## config.mk

```make
export PLATFORM = sky130hd
export DESIGN_NAME = mem_access_ctrl
export DESIGN_NICKNAME = d
export VERILOG_FILES = /design/src/rtl/mem_access_ctrl.sv
export SDC_FILE = /design/constraint.sdc
export NUM_CORES = 1
export LEC_CHECK = 0
export ABC_AREA = 1
export CAP_MARGIN = 20
export CORE_MARGIN = 4
export CORE_UTILIZATION = 45
export CTS_CLUSTER_DIAMETER = 40
export DETAILED_ROUTE_END_ITERATION = 7
export MAX_ROUTING_LAYER = met4
export PLACE_DENSITY = 0.86
export SLEW_MARGIN = 20
export SYNTH_ARGS = -nofsm -noshare
export SYNTH_HDL_FRONTEND = slang
export SYNTH_SLANG_ARGS = --single-unit
```

## constraint.sdc

```tcl
create_clock -name clk_i -period 2.35 [get_ports clk_i]
set_input_delay 0.47 -clock clk_i [delete_from_list [all_inputs] [get_ports clk_i]]
set_output_delay 0.47 -clock clk_i [all_outputs]
set_load 0.02 [all_outputs]
```

## src/rtl/mem_access_ctrl.sv

```systemverilog
// Memory-stage access controller for the pipelined MIPS CPU.
// Turns the EX/MEM MemRead/MemWrite bits into a req/ack transaction with a
// variable-latency data memory. The pipeline is frozen through stall_o until
// the access completes or times out. Misaligned, conflicting and timed-out
// accesses set a sticky error flag.
module mem_access_ctrl #(
    parameter int unsigned TIMEOUT = 255  // max REQ cycles without ack, 1..255
) (
    input  logic        clk_i,
    input  logic        rst_i,
    input  logic        MemRead_i,
    input  logic        MemWrite_i,
    input  logic [31:0] addr_i,
    input  logic [31:0] data_i,
    output logic        stall_o,
    output logic [31:0] data_o,
    output logic        err_o,
    output logic        mem_req_o,
    output logic        mem_we_o,
    output logic [31:0] mem_addr_o,
    output logic [31:0] mem_wdata_o,
    input  logic        mem_ack_i,
    input  logic [31:0] mem_rdata_i
);

    typedef enum logic [1:0] {
        IDLE = 2'd0,
        REQ  = 2'd1,
        DONE = 2'd2
    } state_t;

    // Last value of the wait counter before the access is abandoned.
    localparam logic [7:0] CNT_LAST = 8'(TIMEOUT - 1);

    state_t     state, state_nxt;
    logic [7:0] cnt, cnt_nxt;
    logic       we_q;

    logic op_any;
    logic op_valid;
    logic op_bad;
    logic launch;
    logic ack_hit;
    logic timeout_hit;

    // A legal access is exactly one of read/write to a word-aligned address.
    assign op_any      = MemRead_i | MemWrite_i;
    assign op_valid    = (MemRead_i ^ MemWrite_i) && (addr_i[1:0] == 2'b00);
    assign op_bad      = op_any && !op_valid;
    assign launch      = (state == IDLE) && op_valid;
    assign ack_hit     = (state == REQ) && mem_ack_i;
    assign timeout_hit = (state == REQ) && !mem_ack_i && (cnt == CNT_LAST);

    // State register and wait counter.
    // NOTE: sequential state is written with non-blocking assignments only, so
    // every flop samples pre-edge values regardless of block ordering.
    always_ff @(posedge clk_i or negedge rst_i) begin
        if (!rst_i) begin
            state <= IDLE;
            cnt   <= 8'd0;
        end else begin
            state <= state_nxt;
            cnt   <= cnt_nxt;
        end
    end

    // Next-state and counter logic; DONE always returns to IDLE so the
    // still-held EX/MEM instruction cannot relaunch.
    // NOTE: every variable gets a default before the case so no latch is inferred.
    always_comb begin
        state_nxt = state;
        cnt_nxt   = cnt;
        case (state)
            IDLE: begin
                if (op_valid) begin
                    state_nxt = REQ;
                    cnt_nxt   = 8'd0;
                end
            end
            REQ: begin
                if (mem_ack_i || (cnt == CNT_LAST)) begin
                    state_nxt = DONE;
                end else begin
                    cnt_nxt = cnt + 8'd1;
                end
            end
            DONE:    state_nxt = IDLE;
            default: state_nxt = IDLE;
        endcase
    end

    // Request payload is captured at launch and held for the whole REQ phase.
    always_ff @(posedge clk_i or negedge rst_i) begin
        if (!rst_i) begin
            mem_addr_o  <= 32'd0;
            mem_wdata_o <= 32'd0;
            we_q        <= 1'b0;
        end else if (launch) begin
            mem_addr_o  <= addr_i;
            mem_wdata_o <= data_i;
            we_q        <= MemWrite_i;
        end
    end

    // Load data: captured on a read ack, forced to zero on a read timeout.
    always_ff @(posedge clk_i or negedge rst_i) begin
        if (!rst_i) begin
            data_o <= 32'd0;
        end else if (!we_q) begin
            if (ack_hit) begin
                data_o <= mem_rdata_i;
            end else if (timeout_hit) begin
                data_o <= 32'd0;
            end
        end
    end

    // Sticky error: illegal op in IDLE or an abandoned request; only reset clears it.
    always_ff @(posedge clk_i or negedge rst_i) begin
        if (!rst_i) begin
            err_o <= 1'b0;
        end else if (((state == IDLE) && op_bad) || timeout_hit) begin
            err_o <= 1'b1;
        end
    end

    // Request is decoded from state only, so it has no path from the inputs.
    assign mem_req_o = (state == REQ);
    assign mem_we_o  = mem_req_o & we_q;

    // Stall is Mealy in IDLE (the launch cycle) and Moore in REQ. The reset
    // term keeps it low while reset is held even if EX/MEM shows a valid op.
    assign stall_o = mem_req_o | (launch & rst_i);

endmodule

```

### Word-level counts from Yosys, hierarchy flattened

Index checks and enable logic that the tools add are counted.

| storage, ports and cells | value |
|---|---|
| register bits after elaboration | 108 |
| latch bits | 0 |
| bits in writable memories | 0 |
| bits in read-only memories | 0 |
| input bits | 101 |
| output and inout bits | 100 |
| logic and storage cells | 45 |
| memories kept | 0 |

| operators by class | value |
|---|---|
| $add $sub $neg | 1 |
| $mul | 0 |
| divide/modulo/power cells | 0 |
| magnitude comparators | 0 |
| eq/ne operators | 5 |
| shifts and indexed selects | 0 |
| muxes and demuxes | 8 |
| bitwise operators | 6 |
| reduce and logical (&&, ||, !) cells | 18 |

Operators by type and width:

| operator | count |
|---|---|
| 32-bit 2-to-1 mux | 2 |
| 8-bit 2-to-1 mux | 2 |
| 8-bit one-hot mux with 2 select lines | 1 |
| 8-bit by 1-bit adder with 8-bit output, second input constant | 1 |
| 8-bit == test, second input constant | 1 |
| 1-bit logical AND | 7 |
| 2-bit logical NOT | 2 |
| 2-bit 2-to-1 mux | 2 |
| 2-bit inequality test, second input constant | 2 |
| 2-bit one-hot mux with 2 select lines | 1 |
| 2-bit AND reduction | 2 |
| 2-bit nonzero test | 2 |
| 3-bit AND reduction | 1 |
| 1-bit bitwise AND | 2 |
| 2-bit by 1-bit == test with 1-bit output, second input constant | 1 |
| 1-bit logical NOT | 2 |
| 1-bit logical OR | 2 |
| 2-bit by 1-bit inequality test with 1-bit output, second input constant | 1 |
| 1-bit bitwise OR | 2 |
| 1-bit inverter | 1 |
| 1-bit bitwise XOR | 1 |

### Logic depth before layout (Yosys ltp)

Gate-level depths: netlist of the first run.

| logic depth | value |
|---|---|
| depth after elaboration | 6 |
| mapped depth | 10 |
| depth with buffers taken out | 9 |

### Least setup slack after synthesis of the first run

OpenSTA, ideal clock, no wires.

| timing path | value |
|---|---|
| path type | input -> output |
| start point | input port MemRead_i |
| end point | output port stall_o |
| arrival time | 1.499 ns |
| required time | 1.880 ns |
| path slack | 0.381 ns |
| stages on the path | 8 |
| buffers on the path | 2 |
| path through | inv_1 > ha_1 > nand2_1 > nor2_4 > buf_4 > buf_4 > nand2_1 > nand2_1 |

| on the way | value |
|---|---|
| cells in the longest elaborated chain, start to end | 5 |

Ends and longest elaborated chain:

| what | line | source |
|---|---|---|
| start: declaration | 11 | `input logic MemRead_i,` |
| 1-bit bitwise XOR | 48 | `assign op_valid = (MemRead_i ^ MemWrite_i) && (addr_i[1:0] == 2'b00);` |
| 1-bit logical AND | 48 |  |
| 1-bit logical AND | 50 | `assign launch = (state == IDLE) && op_valid;` |
| 1-bit bitwise AND | 133 | `assign stall_o = mem_req_o \| (launch & rst_i);` |
| 1-bit bitwise OR | 133 |  |
| end: declaration | 15 | `output logic stall_o,` |

Every way passes these cells.

### Worst setup path after layout of the first run

| timing path | value |
|---|---|
| start point | register state[1] |
| end point | output port mem_req_o |

| on the way | value |
|---|---|
| cells in the longest elaborated chain, start to end | 1 |

Ends and longest elaborated chain:

| what | line | source |
|---|---|---|
| start: declaration | 35 | `state_t state, state_nxt;` |
| start signal: assignment | 62 | `state <= state_nxt;` |
| 2-bit by 1-bit == test with 1-bit output | 128 | `assign mem_req_o = (state == REQ);` |
| end: declaration | 18 | `output logic mem_req_o,` |

Every way passes these cells.

==> results.yml, run 1 <==
run_status:
  outcome: "completed"
hold_path:
  hold_path_class: "input pin to async pin"
pwr:
  swShare_pct: 35.74
  ir_drop_mv: 0.4941
  comb_power_share_pct: 42.2
  power_switching_uw: 2351
  p_seq_share_pct: 42.0
  p_int_uw: 4227
  clock_power_share_pct: 15.7
  power.leakage_uw: 0.003290
  power_per_cell_area_mw_per_mm2: 982.0
logic_synthesis:
  synthAdderAreaFrac_pct: 0.8429
  yosys.area_share.simple_pct: 31.27
  synth_flop_cell: "dfrtp_1"
  synth_compound_area_share_pct: 1.545
  synth_common_cells: "302 x nand2_1, 108 x dfrtp_1, 13 x inv_1"
  synth-seq-cells: 108
  synthTopCellsByArea: "dfrtp_1 61%, nand2_1 25%, buf_6 2.5%"
  synth_fp_nets: 608
  netlist_instances: 504
  synth_mux_area_share_pct: 0
  syn_area_mm2: 0.004453
  yosysSeqAreaShare_pct: 60.69
  synth_cell_type_count: 25
  ys_warn_count: 0
  synthMostInstantiatedCell: "nand2_1"
  synth_edf_count: 0
  synth_area_per_cell_um2: 8.835
  synth_top_family_by_area: "simple AND/OR/NAND/NOR gates"
  synthArstFlopShare_pct: 100.0
  synth-xor-area-share_pct: 0.1967
  synth_top_area_share_pct: 60.69
  yosysTopAreaCell: "dfrtp_1"
detailed_routing:
  via_per_inst: 4.701
  ant_nets: 0
  wirelength_mm: 12.10
  routedWlPerCell_um: 14.42
  dr.pass1.iters: 5
  drtIter0Drc: 189
  drc: 0
  via_count: 3944
critical_path:
  worst_ep_arrival_time_ns: 1.75
  worstSetupStartpointType: "register"
  cp_max_fo: 6
  setup.worst_path.class: "register to primary output"
  end_kind: "primary output"
  cp.required_ns: 1.88
sta:
  hold_slack_ns: 0.1923
  fin_crit_ns: 2.217
  rsz0062_at_grt: "no"
  drv_slew: 0
  max_slew_margin_pct: 40.65
  min_period_over_period_pct: 94.35
  setup_tns_ns: 0
  tightest_slew_ns: 0.8903
  fmax_mhz: 451.0
  hold_viol_final: 0
  setup_violations: 0
  fin_skew_ns: 0.007390
global_route:
  grt_pass1_wl_mm: 19.22
  grt_max_degree: 72
  grt_pass1_vias: 3967
  grt-ovfl-total: 0
  grtUsageTotal_pct: 21.79
  antenna_found_initial: 0
die:
  initial_utilization_pct: 45.98
  core_mm2: 0.009684
  placementRows: 36
  fp.dieW_um: 107.5
  die_h_um: 107.5
  dieArea_mm2: 0.01155
  ios: 201
placed_design:
  port_buffers: 200
  place_congestion: 0.8256
  dpl.hpwl_mm: 9.101
clock_network:
  cts_buffer_depth: 2
  h-tree-depth: 3
  cts_tree: "done"
  clock_latency_ns: 0.36
  clock-sinks: 108
  root_buffer: "clkbuf_8"
  numCtsBuffers: 9
  path_clk_slew_ns: 0.09
  post-cts-setup-buffer-count: 0
final_layout:
  syn2layout_area_growth_pct: 50.41
  num-nets-final: 807
  diodes: 0
  drive_gt1_share_pct: 6.941
flow_run:
  cap_violations: 0
## placed cells by master (no fill, tap or decap), types with 2 or more instances in the layout
cell	count
ha_1	3
nor3_1	2
inv_2	3
a21oi_1	2
clkbuf_8	12
nand2_4	2
nand2_1	302
inv_1	13
dfrtp_1	108
nor2_2	2
nor2_4	2
clkdlybuf4s50_1	198
nand3_1	6
buf_4	8
nor2_1	12
nand2_2	12
o21ai_0	2
o21ai_1	5
## cell type report
class / instances / area, um2
repair buffers: 209 / 2078
inverters: 16 / 60.06
fillers: 746 / 2987
clock buffers: 13 / 168.9
multi-input cells: 359 / 1514
well taps: 133 / 166.4
clock inverters: 1 / 7.507
flip-flops and latches: 108 / 2703
## power by group through the flow
stage          Combinational (uW)  Clock (uW)  Sequential, uW
2_1_floorplan                 578           0            3470
3_3_place_gp                 2740           0            2780
3_5_place_dp                 2820           0            2800
4_1_cts                      2820        1070            2770
5_1_grt                      2980        1140            2850
6_report                     2780        1030            2770
## per-stage QoR
step           cells  instance area [um2]  total power, uW  util, %  setup slack, ns
2_1_floorplan    504                 4453             4048        -           0.3812
3_3_place_gp     825                 6523             5527    67.35          -0.2811
3_5_place_dp     825                 6523             5618    67.35          -0.3654
4_1_cts          839                 6700             6658    69.19         0.002050
5_1_grt          839                 6698             6971    69.16          0.01865
6_report         839                 6698             6577    69.16           0.1328
## cell families (layout without fill, tap and decap cells)
family	after synthesis	in the layout
adder cells (fa/ha/maj)	3	3
XOR/XNOR	1	1
flip-flops	108	108
buffers and inverters	37	239
AO/OA/AOI/OAI	11	11
AND/OR/NAND/NOR	344	344
## per-layer routing
layer  part of all wire, %  up-vias  global-route usage [%]  wire, um
met4                   2.5        0                   8.025       299
met1                    40     1865                   25.85      4785
met2                    52      140                   37.49      6309
met3                   5.8       24                   3.719       705
li1                      -     1915                       -         -
met5                     0        -                       -         0
## critical path, cell delays in order, from the launching register on
cell             delay, ns
dfrtp_1               0.39
inv_1                 0.06
nand2_2               0.06
inv_1                 0.21
clkdlybuf4s50_1       0.67
## repair_timing
| item | 4_1_cts | 5_1_grt |
|---|---|---|
| pin swaps | 0 | 0 |
| gates resized for setup | 3 | 2 |
| hold buffers | 0 | 0 |
| endpoints found under the setup margin | 1 | 66 |
## registers in the layout, indices dropped and copies added (netlist names)
signal and flops:
data_o 32, cnt 8, mem_wdata_o 32, mem_addr_o 32, we_q 1, err_o 1, state 2
## path summary, 6_finish.rpt
path	startpoint	to	slack, ns	cells past startpoint
worst max-delay path	state[1]	mem_req_o	0.13	4
worst min-delay path	rst_i	mem_wdata_o[4]	0.19	2
worst max register to register	cnt[0]	data_o[16]	0.56	9
worst min register to register	data_o[14]	data_o[14]	0.48	2
max in group asynchronous	rst_i	mem_wdata_o[19]	0.90	3
min in group clk_i	data_o[14]	data_o[14]	0.48	2
No activity file was read; power rests on OpenSTA's default activity.
==> inputs of run 2 (changes only) <==
Settings changed: ABC_CLOCK_PERIOD_IN_PS from default to 2350, HOLD_SLACK_MARGIN from default to 0.05.
==> results of run 2 <==
The final DEF is identical to that of run 1; final timing and power are the same.
==> patch: new RTL, config.mk and constraints of run 1 <==
Re-encode `state_t` (3 states) as one-hot, 3 bits wide.
--- a/src/rtl/mem_access_ctrl.sv
+++ b/src/rtl/mem_access_ctrl.sv
@@ -23,10 +23,10 @@
     input  logic [31:0] mem_rdata_i
 );
 
-    typedef enum logic [1:0] {
-        IDLE = 2'd0,
-        REQ  = 2'd1,
-        DONE = 2'd2
+    typedef enum logic [2:0] {
+        IDLE = 3'b001,
+        REQ  = 3'b010,
+        DONE = 3'b100
     } state_t;
 
     // Last value of the wait counter before the access is abandoned.
Check against the original RTL: no difference found for any inputs over 10 cycles, from zero or initial values and one cycle with rst_i low; not proved beyond that.
==> patch against run 1 <==
  * Design area is 1.1% higher
  * Via count is 4.1% higher
  * Area after synthesis is 1.2% higher
  * Wire length is 2.1% higher
  * Clock skew is 0.0016 ns higher
  * Clock power is 9.7% higher
  * Sequential power is 11% lower
  * Total power is 16% lower
  * Sequential cell count is 1 higher
  * Worst setup slack worse by 0.090 ns
  * Critical path type is now in2out
  * Critical endpoint is now stall_o
  * Largest power group is now sequential cells
==> patch: results (changes against run 1) <==
Parameter                              Value

Synthesis
  Proportion of synthesized chip area in sequential cells    60.6% (was 60.7%)
  Top area cells in the synthesized netlist    dfrtp_1 60%, nand2_1 23%, nand4_1 4.6% (was dfrtp_1 61%, nand2_1 25%, buf_6 2.5%)
  Commonest cells in the synthesized netlist    270 x nand2_1, 108 x dfrtp_1, 33 x nand4_1, 15 x inv_1, 13 x clkbuf_1 (was 302 x nand2_1, 108 x dfrtp_1, 13 x inv_1, 12 x nand2_2, 12 x nor2_1)
  Yosys cell types    24 (was 25)
  Net count of the mapped netlist    611 (was 608)
  XOR/XNOR Fraction of Synth Area    0.389% (was 0.197%)
  Average footprint of a synthesized cell    8.88 µm² (was 8.84 µm²)
  Synth Area in Adders    0.833% (was 0.843%)

Critical path
  RR Startpoint    state[2] (was cnt[0])
  CP Launch Point    MemRead_i (was state[1])
  Worst reg2reg path endpoint    data_o[12] (was data_o[16])
  Depth of the worst register-to-register path    7 (was 9)
  Longest individual stage delay on the worst path    0.46 ns (was 0.67 ns)
  Max Fanout on Critical Path    2 (was 6)

Timing
  Final worst clock skew    0.00898 ns (was 0.00739 ns)
  Worst slack on hold paths    0.430 ns (was 0.192 ns)
  Worst slew margin relative to its limit    46.9% (was 40.6%)

Run status
  Result of the run    finished, final reports clean (unchanged)

Detailed routing
  First-pass iteration count of the detailed router    4 (was 5)
  Wire length reported by the detailed router    12,300 µm (was 12,100 µm)
  Count of routing violations after the opening detailed-route iteration    247 (was 189)
  Routed vias    4,104 (was 3,944)

GRT
  Pin count of the biggest net entering global routing    71 (was 72)
  Wire length of the first global-routing pass    19,700 µm (was 19,200 µm)
  Vias in the first global route    4,241 (was 3,967)

Layout
  Number of nets in the layout    803 (was 807)
  Fraction of layout cells with a size suffix above 1    6.11% (was 6.94%)

Power
  Maximum resistive drop on vdd    0.499 mV (was 0.494 mV)
  Switching power    1.83 mW (was 2.35 mW)

Clocking
  Resize count post-CTS    4 (was 3)
  Cts-stage hold buffer count    1 (was 0)

Place
  DP Wirelength    8680 µm (was 9100 µm)
  Standard cell area after detailed placement    6550 µm² (was 6520 µm²)
  Total instance count after detailed placement    819 (was 825)
  Final weighted congestion of routability-driven global placement    0.821 (was 0.826)
-- patch: per-layer routing --
layer	share of wire (%)	global-route usage [%]	wire length (µm)	vias up
met5	0	-	0	-
met1	42	28.2	5160	1924
met3	9.3	4.90	1150	16
li1	-	-	-	1965
met4	1.8	9.74	221	0
met2	47	33.3	5820	199
-- patch: worst max-delay path by stage --
stage | cells past startpoint | endpoint | slack, ns
3_5_place_dp | 9 | stall_o | -0.41
2_1_floorplan | 8 | stall_o | 0.37
4_1_cts | 9 | stall_o | 0.02
3_3_place_gp | 9 | stall_o | -0.39
5_1_grt | 9 | stall_o | -0.01
6_report | 9 | stall_o | 0.04
-- patch: power groups by stage --
| stage | clock network (mW) | logic [mW] | registers, mW |
|---|---|---|---|
| floorplan | 0 | 0.400 | 2.94 |
| CTS | 1.17 | 1.96 | 2.47 |
| detailed placement | 0 | 1.95 | 2.49 |
| global placement | 0 | 1.91 | 2.48 |
| finish | 1.13 | 1.94 | 2.47 |
| global route | 1.23 | 2.09 | 2.52 |
-- patch: per-stage QoR --
step           power [mW]  utilization [%]  TNS, ns  setup slack (ns)
5_1_grt              5.84             69.3  -0.0130           -0.0130
3_5_place_dp         4.44             67.0    -4.50            -0.412
3_3_place_gp         4.39             67.0    -1.94            -0.391
6_report             5.53             69.3        0            0.0432
4_1_cts              5.59             69.0        0            0.0213
2_1_floorplan        3.34                -        0             0.367
-- patch: cell type report --
| cell class | instances | area share, % |
|---|---|---|
| well taps | 133 | 2.46 |
| repair buffers | 209 | 30.6 |
| clock buffers | 12 | 2.14 |
| flip-flops and latches | 109 | 40.3 |
| inverters | 19 | 1.05 |
| multi-input cells | 351 | 22.7 |
| clock inverters | 4 | 0.702 |
